### src/rtl/wts_volume_pkg.sv
// wts_volume_pkg: sizing and arithmetic helpers shared by the channel volume mixer
package wts_volume_pkg;

   function automatic int ch_w(input int n);
      return (n > 1) ? $clog2(n) : 1;
   endfunction

   // Clamp v into the signed range of a w-bit value
   function automatic int sat(input int v, input int w);
      int hi;
      int lo;
      hi = (1 << (w - 1)) - 1;
      lo = -(1 << (w - 1));
      return (v > hi) ? hi : (v < lo) ? lo : v;
   endfunction

   // Symmetric noise amplitude so +noise and -noise have equal magnitude
   function automatic int noise_mag(input int w);
      return (1 << (w - 1)) - 1;
   endfunction

endpackage

### src/rtl/wts_volume_ramp.sv
// wts_volume_ramp: per-channel target/current volume with frame-paced click-free ramping
module wts_volume_ramp
   import wts_volume_pkg::*;
#(
   parameter int NUM_CH = 5,
   parameter int VOL_W = 4,
   parameter int RAMP_DIV = 16,
   localparam int CH_W = ch_w(NUM_CH)
) (
   input  logic             clk,
   input  logic             rst,
   input  logic             i_reg_wr,
   input  logic [CH_W-1:0]  i_reg_ch,
   input  logic [VOL_W-1:0] i_reg_volume,
   input  logic             i_frame_end,
   input  logic [CH_W-1:0]  i_rd_ch,
   output logic [VOL_W-1:0] o_rd_vol
);
   localparam int CNT_W = (RAMP_DIV > 1) ? $clog2(RAMP_DIV) : 1;

   logic [VOL_W-1:0] r_target [NUM_CH];
   logic [VOL_W-1:0] r_cur [NUM_CH];
   logic [CNT_W-1:0] r_cnt;
   logic             w_step;

   assign w_step = i_frame_end && (r_cnt == CNT_W'(RAMP_DIV - 1));
   assign o_rd_vol = (int'(i_rd_ch) < NUM_CH) ? r_cur[i_rd_ch] : '0;

   // A step compares against the target as it was before any same-cycle write
   always_ff @(posedge clk or posedge rst)
      if (rst) begin
         r_cnt <= '0;
         for (int i = 0; i < NUM_CH; i++) begin
            r_target[i] <= '0;
            r_cur[i] <= '0;
         end
      end else begin
         if (i_frame_end) r_cnt <= w_step ? '0 : r_cnt + CNT_W'(1);
         for (int i = 0; i < NUM_CH; i++) begin
            if (w_step && r_cur[i] < r_target[i]) r_cur[i] <= r_cur[i] + VOL_W'(1);
            else if (w_step && r_cur[i] > r_target[i]) r_cur[i] <= r_cur[i] - VOL_W'(1);
            if (i_reg_wr && int'(i_reg_ch) == i) r_target[i] <= i_reg_volume;
         end
      end

endmodule

### src/rtl/wts_channel_volume_mix.sv
// wts_channel_volume_mix: shared 3-stage volume/envelope scaler for all wave-table channels
// plus a saturating per-frame mixer
module wts_channel_volume_mix
   import wts_volume_pkg::*;
#(
   parameter int NUM_CH = 5,
   parameter int SAMPLE_W = 8,
   parameter int VOL_W = 4,
   parameter int ENV_W = 5,
   parameter int MIX_W = 11,
   parameter int RAMP_DIV = 16,
   localparam int CH_W = ch_w(NUM_CH)
) (
   input  logic                       clk,
   input  logic                       reset,
   input  logic                       reg_wr,
   input  logic [CH_W-1:0]            reg_ch,
   input  logic [VOL_W-1:0]           reg_volume,
   input  logic                       in_valid,
   input  logic [CH_W-1:0]            in_ch,
   input  logic signed [SAMPLE_W-1:0] in_sample,
   input  logic [ENV_W-1:0]           in_envelope,
   input  logic                       in_noise_en,
   input  logic                       in_noise,
   output logic                       out_valid,
   output logic [CH_W-1:0]            out_ch,
   output logic signed [SAMPLE_W-1:0] out_channel,
   output logic                       mix_valid,
   output logic signed [MIX_W-1:0]    mix_out
);
   localparam int GAIN_W = VOL_W + ENV_W;
   localparam int PROD_W = SAMPLE_W + GAIN_W + 1;
   localparam logic [CH_W-1:0] LAST_CH = CH_W'(NUM_CH - 1);
   localparam logic signed [SAMPLE_W-1:0] NOISE_POS = SAMPLE_W'(noise_mag(SAMPLE_W));
   localparam logic signed [SAMPLE_W-1:0] NOISE_NEG = -NOISE_POS;

   logic                       w_accept;
   logic                       w_frame_end;
   logic [VOL_W-1:0]           w_vol;
   logic signed [SAMPLE_W-1:0] w_sample;
   logic signed [PROD_W-1:0]   w_prod;
   logic signed [31:0]         w_sum;
   logic signed [MIX_W-1:0]    w_sat;
   logic                       r1_valid, r2_valid, r3_valid;
   logic [CH_W-1:0]            r1_ch, r2_ch, r3_ch;
   logic [ENV_W-1:0]           r1_env;
   logic [VOL_W-1:0]           r1_vol;
   logic signed [SAMPLE_W-1:0] r1_sample, r2_sample, r3_out;
   logic [GAIN_W-1:0]          r2_gain;
   logic signed [MIX_W-1:0]    r_acc, r_mix_out;
   logic                       r_mix_valid;

   assign w_accept = in_valid && (int'(in_ch) < NUM_CH);
   assign w_frame_end = w_accept && (in_ch == LAST_CH);
   assign w_sample = !in_noise_en ? in_sample : in_noise ? NOISE_POS : NOISE_NEG;
   assign w_prod = PROD_W'(r2_sample) * $signed({1'b0, r2_gain});
   assign w_sum = 32'(r_acc) + 32'(r3_out);
   assign w_sat = MIX_W'(sat(w_sum, MIX_W));

   wts_volume_ramp #(.NUM_CH(NUM_CH), .VOL_W(VOL_W), .RAMP_DIV(RAMP_DIV)) u_ramp (
      .clk(clk),
      .rst(reset),
      .i_reg_wr(reg_wr),
      .i_reg_ch(reg_ch),
      .i_reg_volume(reg_volume),
      .i_frame_end(w_frame_end),
      .i_rd_ch(in_ch),
      .o_rd_vol(w_vol)
   );

   // Final stage floors via arithmetic shift; the mixer closes a frame on the last channel
   always_ff @(posedge clk or posedge reset)
      if (reset) begin
         r1_valid <= 1'b0;
         r1_ch <= '0;
         r1_env <= '0;
         r1_vol <= '0;
         r1_sample <= '0;
         r2_valid <= 1'b0;
         r2_ch <= '0;
         r2_sample <= '0;
         r2_gain <= '0;
         r3_valid <= 1'b0;
         r3_ch <= '0;
         r3_out <= '0;
         r_acc <= '0;
         r_mix_valid <= 1'b0;
         r_mix_out <= '0;
      end else begin
         r1_valid <= w_accept;
         r1_ch <= in_ch;
         r1_env <= in_envelope;
         r1_vol <= w_vol;
         r1_sample <= w_sample;
         r2_valid <= r1_valid;
         r2_ch <= r1_ch;
         r2_sample <= r1_sample;
         r2_gain <= GAIN_W'(r1_vol) * GAIN_W'(r1_env);
         r3_valid <= r2_valid;
         r3_ch <= r2_ch;
         r3_out <= SAMPLE_W'(w_prod >>> GAIN_W);
         r_mix_valid <= r3_valid && (r3_ch == LAST_CH);
         if (r3_valid) r_acc <= (r3_ch == LAST_CH) ? '0 : w_sat;
         if (r3_valid && r3_ch == LAST_CH) r_mix_out <= w_sat;
      end

   assign out_valid = r3_valid;
   assign out_ch = r3_ch;
   assign out_channel = r3_out;
   assign mix_valid = r_mix_valid;
   assign mix_out = r_mix_out;

endmodule

### config.mk
export PLATFORM = sky130hd
export DESIGN_NAME = wts_channel_volume_mix
export DESIGN_NICKNAME = d
export VERILOG_FILES = /design/src/rtl/wts_volume_pkg.sv /design/src/rtl/wts_volume_ramp.sv /design/src/rtl/wts_channel_volume_mix.sv
export SDC_FILE = /design/constraint.sdc
export NUM_CORES = 1
export LEC_CHECK = 0
export BUFFER_PORTS_ARGS = -buffer_cell sky130_fd_sc_hd__buf_4
export CAP_MARGIN = 20
export CORE_ASPECT_RATIO = 1.5
export CORE_MARGIN = 2
export CORE_UTILIZATION = 50
export CTS_CLUSTER_DIAMETER = 50
export CTS_CLUSTER_SIZE = 10
export DETAILED_ROUTE_END_ITERATION = 12
export GPL_TIMING_DRIVEN = 0
export PLACE_DENSITY = 0.68
export SLEW_MARGIN = 10
export SYNTH_ARGS = -nofsm -noshare
export SYNTH_HDL_FRONTEND = slang
export SYNTH_SLANG_ARGS = --single-unit
### constraint.sdc
create_clock -name clk -period 5.8 [get_ports clk]
set_input_delay 1.16 -clock clk [delete_from_list [all_inputs] [get_ports clk]]
set_output_delay 1.16 -clock clk [all_outputs]
set_load 0.02 [all_outputs]
==> results.py, run 1 <==
metrics = {
    "worst_setup_path": {
        "worstSetupPathType": "register to register",
        "setup.worst_path.end_class": "register",
        "r2r_end": "out_channel[7]$_DFF_PP0_",
        "crit_fanout": 8,
        "cp.arrival_ps": 5380,
        "cpMostUsedCell": "fa_1",
        "crit_chain": "clkinv_1 > nor2_1 > fa_1 > fa_1 > fa_1 > inv_1 > fa_1 > inv_1 > ha_1 > a21oi_1 > nand2_1 > a221oi_2 > o21ai_0 > or3_1 > a31oi_1 > xnor2_1",
        "r2r_cells": 16,
        "critPathTopFamily": "adder cells",
        "start_kind": "register",
        "cp_slowest_stage_delay_ps": 550,
        "slowest_stage": "fa_1",
        "crit_required_ps": 6140,
        "crit_buf_inv": 3,
        "r2r_slack_ps": 750,
        "rr_startpoint": "r2_sample[7]$_DFF_PP0_",
    },
    "clock_tree": {
        "numCtsBuffers": 17,
        "cts_resized": 0,
        "clock_path_buffers": 2,
        "h-tree-depth": 4,
        "path_clk_slew_ps": 50,
        "root_buffer": "clkbuf_16",
        "clk_latency_ps": 420,
        "cts_setup_buffers": 0,
        "cts_tree": "yes",
        "clock_sinks": 121,
        "hold_buffers": 0,
    },
    "global_routing": {
        "grt.met3_usage_pct": 4.21,
        "grt_pass1_vias": 6028,
        "grt_overflow": 0,
        "grt_pass1_wl_um": 26800,
        "grt_usage_pct": 19.5,
        "grt.met2_usage_pct": 37.1,
        "grt-busiest-layer": "met2",
        "grt_max_degree": 67,
        "antenna_found_initial": 0,
        "gr-usage-met1_pct": 20.5,
    },
    "pwr": {
        "swShare_pct": 34.1,
        "internal_power_uw": 1930,
        "p_leak_uw": 0.00484,
        "ir_worst_vdd_uv": 189,
        "pwr-share-comb_pct": 31.0,
        "p_switching_uw": 998,
        "seq_power_share_pct": 36.5,
        "cellPowerDensity_nw_per_um2": 308,
        "fin_total_pwr_uw": 2920,
        "clkPwrFrac_pct": 32.5,
    },
    "synthesis": {
        "synth-warning-count": 0,
        "synth_edf_count": 0,
        "synth-simple-area-share_pct": 13.8,
        "synth_area_leaders": "dfrtp_1 37%, ha_1 14%, fa_1 13%, inv_1 4.4%, and2_1 4.4%",
        "synth_top_family_by_area": "adder cells",
        "synth_ff_type": "dfrtp_1",
        "synth_top_area_share_pct": 36.5,
        "avgSynthCellArea_um2": 10.3,
        "yosysUniqueCellTypes": 54,
        "synth_fa_ha_area_share_pct": 27.2,
        "synth-compound-area-share_pct": 9.97,
        "muxShareOfSynthArea_pct": 3.35,
        "ys_seq_area_share_pct": 36.5,
        "synthXorXnorAreaFrac_pct": 4.23,
        "synth_nets": 981,
        "synth_cells": 804,
        "synth_top_cell_by_area": "dfrtp_1",
        "ys_seq_elements": 121,
        "async_flop_share_pct": 100,
        "syn_area_um2": 8290,
    },
    "place": {
        "dp.cells": 1062,
        "gp_congestion": 0.855,
        "place.detailed.hpwl_um": 12400,
        "place_area_um2": 8960,
        "io_buffers": 51,
        "dp_slack_ps": 719,
    },
    "finish": {
        "layout_common_cells": "121 x dfrtp_1, 97 x inv_1, 95 x ha_1, 74 x nand2_1, 58 x and2_1",
        "n_fill_cell": 1426,
        "antenna_cells": 0,
        "drive_above_1_share_pct": 12.4,
        "final_common_cell": "dfrtp_1",
        "finalNetCount": 1052,
        "fin_area_um2": 9500,
        "regArea_um2": 3030,
        "syn_to_final_growth_pct": 14.6,
        "multiInputGateArea_um2": 4840,
        "fin_cells": 1094,
    },
    "min_path": {
        "holdCritStartpoint": "r1_sample[3]$_DFF_PP0_",
        "min-delay-path-class": "register to register",
        "worst_hold_path.endpoint": "r2_sample[3]$_DFF_PP0_",
        "min_path_cells": 0,
    },
    "route": {
        "dr_total_vias": 5768,
        "drtPass1Iterations": 4,
        "routed_wirelength_um": 15800,
        "vias_per_cell": 5.27,
        "ant_nets": 0,
        "drt-initial-drc-count": 150,
        "wire_per_inst_um": 14.4,
        "drc": 0,
    },
    "sta": {
        "fin_setup_tns_ps": 0,
        "final_hold_viol_count": 0,
        "worst_slack_ps": 755,
        "fmax_mhz": 198,
        "min_period_over_period_pct": 87.0,
        "worst_pin_slew_ps": 685,
        "slew_headroom_pct": 54.2,
        "setup_viol": 0,
        "fin_skew_ps": 7.41,
        "rsz0062_at_grt": "false",
        "period_minus_slack_ps": 5050,
        "finalMaxSlewViolations": 0,
    },
    "outcome": {
        "outcome": "finished clean",
    },
    "floorplanning": {
        "dieHeight_um": 162,
        "fp-row-count": 57,
        "start_util_pct": 51.2,
        "die_w_um": 109,
        "coreArea_um2": 16200,
        "io_pins": 53,
        "die_area_um2": 17600,
    },
    "flow_run": {
        "max_cap_viol_count": 0,
    },
}
-- flip-flops by register name, summed over array words and instances, names as in the netlist, 4 cells and up --
signal	flops
r1_sample	8
u_ramp.r_cnt	4
r1_vol	4
u_ramp.r_cur	20
mix_out	11
r_acc	11
r2_gain	9
r1_env	5
r2_sample	8
u_ramp.r_target	20
out_channel	8
-- synth_stat cells (3+ instances only) --
master,instances
o22ai_1,14
a21oi_1,34
a31oi_1,3
and2_1,58
nand2b_1,12
and3_1,3
nand4_1,7
o21ai_1,14
nor2_1,38
mux2i_1,12
clkbuf_1,5
fa_1,53
inv_1,98
xnor2_1,34
xor2_1,6
nand3_1,4
nor2b_1,12
dfrtp_1,121
ha_1,95
mux2_2,14
nand3b_1,4
o21ai_0,41
a21o_1,8
nand2_1,74
o21a_1,4
-- metal layers --
| metal | vias to the layer above | share of wire (%) |
|---|---|---|
| li1 | 2814 | - |
| met1 | 2850 | 38 |
| met2 | 73 | 57 |
| met3 | 31 | 2.8 |
| met4 | 0 | 1.9 |
| met5 | - | 0 |
-- worst max path at each step --
stage                                start                       end  cells after the start
floorplan           r2_sample[7]$_DFF_PP0_  out_channel[7]$_DFF_PP0_                     16
global placement                     reset    r2_sample[0]$_DFF_PP0_                      2
detailed placement  r2_sample[7]$_DFF_PP0_  out_channel[7]$_DFF_PP0_                     16
CTS                 r2_sample[7]$_DFF_PP0_  out_channel[7]$_DFF_PP0_                     16
global route        r2_sample[7]$_DFF_PP0_  out_channel[7]$_DFF_PP0_                     16
finish              r2_sample[7]$_DFF_PP0_  out_channel[7]$_DFF_PP0_                     16
-- power by group through the flow --
stage / Clock (µW) / Sequential, µW / Combinational (µW)
after CTS: 974 / 1070 / 912
final: 951 / 1070 / 906
after global placement: 0 / 1080 / 883
after global routing: 1010 / 1080 / 1020
after floorplan: 0 / 1110 / 613
after detailed placement: 0 / 1080 / 905
-- logic make-up after synthesis --
group,count (synthesis)
xor gates and xnor gates,40
and+or+nand+nor,225
DFF,121
AOI/OAI and AO/OA,136
adders and majority gates,148
muxes,26
buffers and inverters,108
-- through the flow --
stage          hold WS (ps)  util [%]
2_1_floorplan           331         -
3_3_place_gp            331      55.1
3_5_place_dp            335      55.3
4_1_cts                 343      58.7
5_1_grt                 353      58.7
6_report                345      58.7
-- worst reg2reg max path, cell delays in order (launching register included) --
cell and delay [ps]:
dfrtp_1 440, clkinv_1 290, nor2_1 230, fa_1 450, fa_1 520, fa_1 550, inv_1 50, fa_1 530
inv_1 40, ha_1 350, a21oi_1 170, nand2_1 90, a221oi_2 400, o21ai_0 180, or3_1 350, a31oi_1 210
xnor2_1 130
-- layout make-up --
class                           count  area share (%)
Multi-Input combinational cell    575            51.0
Sequential cell                   121            31.9
Clock buffer                       18            4.62
Timing Repair Buffer               52            4.32
Inverter                           99            3.97
Tap cell                          206            2.71
Clock inverter                     14            1.05
Buffer                              9           0.448
(Power assumes the default switching activity.)
==> run 2: changes to the inputs <==
--- a/config.mk
+++ b/config.mk
@@ -14,7 +14,8 @@
 export CTS_CLUSTER_SIZE = 10
 export DETAILED_ROUTE_END_ITERATION = 12
 export GPL_TIMING_DRIVEN = 0
-export PLACE_DENSITY = 0.68
+export PLACE_DENSITY = 0.7
+export SETUP_SLACK_MARGIN = 0.05
 export SLEW_MARGIN = 10
 export SYNTH_ARGS = -nofsm -noshare
 export SYNTH_HDL_FRONTEND = slang
==> constraint.sdc (replaced) <==
create_clock -name clk -period 4.6 [get_ports clk]
set_input_delay 0.92 -clock clk [delete_from_list [all_inputs] [get_ports clk]]
set_output_delay 0.92 -clock clk [all_outputs]
set_load 0.02 [all_outputs]
==> results.py, run 2 (synthesized netlist as in run 1, its figures left out) <==
metrics = {
    "outcome": {
        "outcome": "finished clean",
    },
    "global_routing": {
        "grt_max_degree": 86,
        "grt_usage_pct": 20.0,
        "antenna_found_initial": 0,
        "grt_overflow": 0,
        "grt_pass1_vias": 6031,
        "grt_pass1_wl_um": 27600,
    },
    "pwr": {
        "ir_worst_vdd_uv": 282,
        "internal_power_uw": 2620,
        "swShare_pct": 32.7,
        "seq_power_share_pct": 34.5,
        "p_leak_uw": 0.00498,
        "clkPwrFrac_pct": 35.2,
        "p_switching_uw": 1270,
        "fin_total_pwr_uw": 3890,
        "pwr-share-comb_pct": 30.2,
        "cellPowerDensity_nw_per_um2": 393,
    },
    "sta": {
        "fin_skew_ps": 8.50,
        "period_minus_slack_ps": 4410,
        "rsz0062_at_grt": "false",
        "final_hold_viol_count": 0,
        "worst_slack_ps": 195,
        "finalMaxSlewViolations": 0,
        "min_period_over_period_pct": 95.8,
        "worst_pin_slew_ps": 657,
        "fmax_mhz": 227,
        "slew_headroom_pct": 56.0,
        "timing.hold.ws_ps": 339,
        "setup_viol": 0,
    },
    "place": {
        "place.detailed.hpwl_um": 12400,
        "io_buffers": 51,
        "gp_congestion": 0.863,
        "dp_slack_ps": -413,
    },
    "clock_tree": {
        "path_clk_slew_ps": 60,
        "root_buffer": "clkbuf_16",
        "h-tree-depth": 4,
        "hold_buffers": 0,
        "clock_sinks": 121,
        "numCtsBuffers": 17,
        "clock_path_buffers": 2,
        "cts_tree": "yes",
        "clk_latency_ps": 400,
    },
    "finish": {
        "layout_common_cells": "109 x dfrtp_1, 95 x inv_1, 91 x ha_1, 74 x buf_4, 73 x nand2_1",
        "postLayoutCoreUtil_pct": 61.1,
        "drive_above_1_share_pct": 18.0,
        "final_common_cell": "dfrtp_1",
        "finalNetCount": 1074,
        "n_fill_cell": 1363,
        "largest_registers": "u_ramp.r_cur x20, u_ramp.r_target x20",
        "antenna_cells": 0,
        "syn_to_final_growth_pct": 19.4,
    },
    "floorplanning": {
        "dieHeight_um": 162,
        "coreArea_um2": 16200,
        "io_pins": 53,
        "start_util_pct": 51.2,
        "fp-row-count": 57,
        "die_w_um": 109,
        "die_area_um2": 17600,
    },
    "flow_run": {
        "max_cap_viol_count": 0,
    },
    "worst_setup_path": {
        "crit_required_ps": 4930,
        "crit_fanout": 5,
        "cp.arrival_ps": 4730,
        "setup.worst_path.end_class": "register",
        "start_kind": "register",
        "worstSetupPathType": "register to register",
    },
    "route": {
        "drc": 0,
        "routed_wirelength_um": 16400,
        "dr_total_vias": 5896,
        "vias_per_cell": 5.28,
        "ant_nets": 0,
        "drt-initial-drc-count": 184,
        "drtPass1Iterations": 4,
        "wire_per_inst_um": 14.7,
    },
    "min_path": {
        "min-delay-path-class": "register to register",
    },
}
## run 2: metal layers
metal  track usage [%]  share of wire (%)  vias up  wire length [µm]
li1                  -                  -     2863                 -
met1              22.3                 38     2900              6280
met2              37.4                 56       99              9190
met3              2.97                2.6       34               431
met4              7.46                2.8        0               457
met5                 0                  0        -                 0
## run 2: repair_timing
action,4_1_cts,5_1_grt
setup buffers,16,6
pin swaps,16,17
endpoints found under the setup margin,4,2
resized for setup,29,9
## run 2: path summary, 6_finish.rpt
check,start,to,slack [ps],cells past startpoint
setup / recovery,r2_gain[4]$_DFF_PP0_,out_channel[7]$_DFF_PP0_,190,15
max in group asynchronous,reset,r2_sample[7]$_DFF_PP0_,3350,3
hold / removal,r1_sample[6]$_DFF_PP0_,r2_sample[6]$_DFF_PP0_,340,0
setup reg to reg,r2_gain[4]$_DFF_PP0_,out_channel[7]$_DFF_PP0_,190,15
hold reg to reg,r1_sample[6]$_DFF_PP0_,r2_sample[6]$_DFF_PP0_,340,0
min in group asynchronous,reset,r1_ch[0]$_DFF_PP0_,500,2
## run 2: layout make-up
| type | instances | area, µm² | area share (%) |
|---|---|---|---|
| repair buffers | 74 | 579 | 5.86 |
| clock buffers | 18 | 439 | 4.44 |
| multi-input cells | 575 | 4980 | 50.3 |
| inverters | 99 | 382 | 3.86 |
| flip-flops and latches | 121 | 3040 | 30.8 |
| well taps | 206 | 258 | 2.61 |
| plain buffers | 9 | 42.5 | 0.430 |
| clock inverters | 14 | 171 | 1.73 |
## run 2: critical path, cell delays in order, from the launching register on
cell and delay [ps]:
dfrtp_2 430, and2_1 190, fa_2 580, fa_2 440, fa_1 530, inv_1 50, fa_1 530, inv_1 60
ha_4 250, nand3_1 90, nand2_2 90, a221oi_4 330, o21ai_2 110, or3_4 350, a31oi_4 170, xnor2_1 120
## run 2: metrics by stage
stage               instance area [µm²]  instances  setup TNS (ps)
finish                             9890       1116               0
detailed placement                 8960       1062            -736
floorplan                          8290        804               0
global route                       9890       1116               0
global placement                   8930       1061         -109330
CTS                                9800       1110               0
## run 2: power by group through the flow
stage	registers (µW)	clock network (µW)	logic, µW
finish	1340	1370	1180
global route	1360	1440	1320
CTS	1350	1390	1170
detailed placement	1370	0	1140
global placement	1360	0	1110
floorplan	1400	0	773
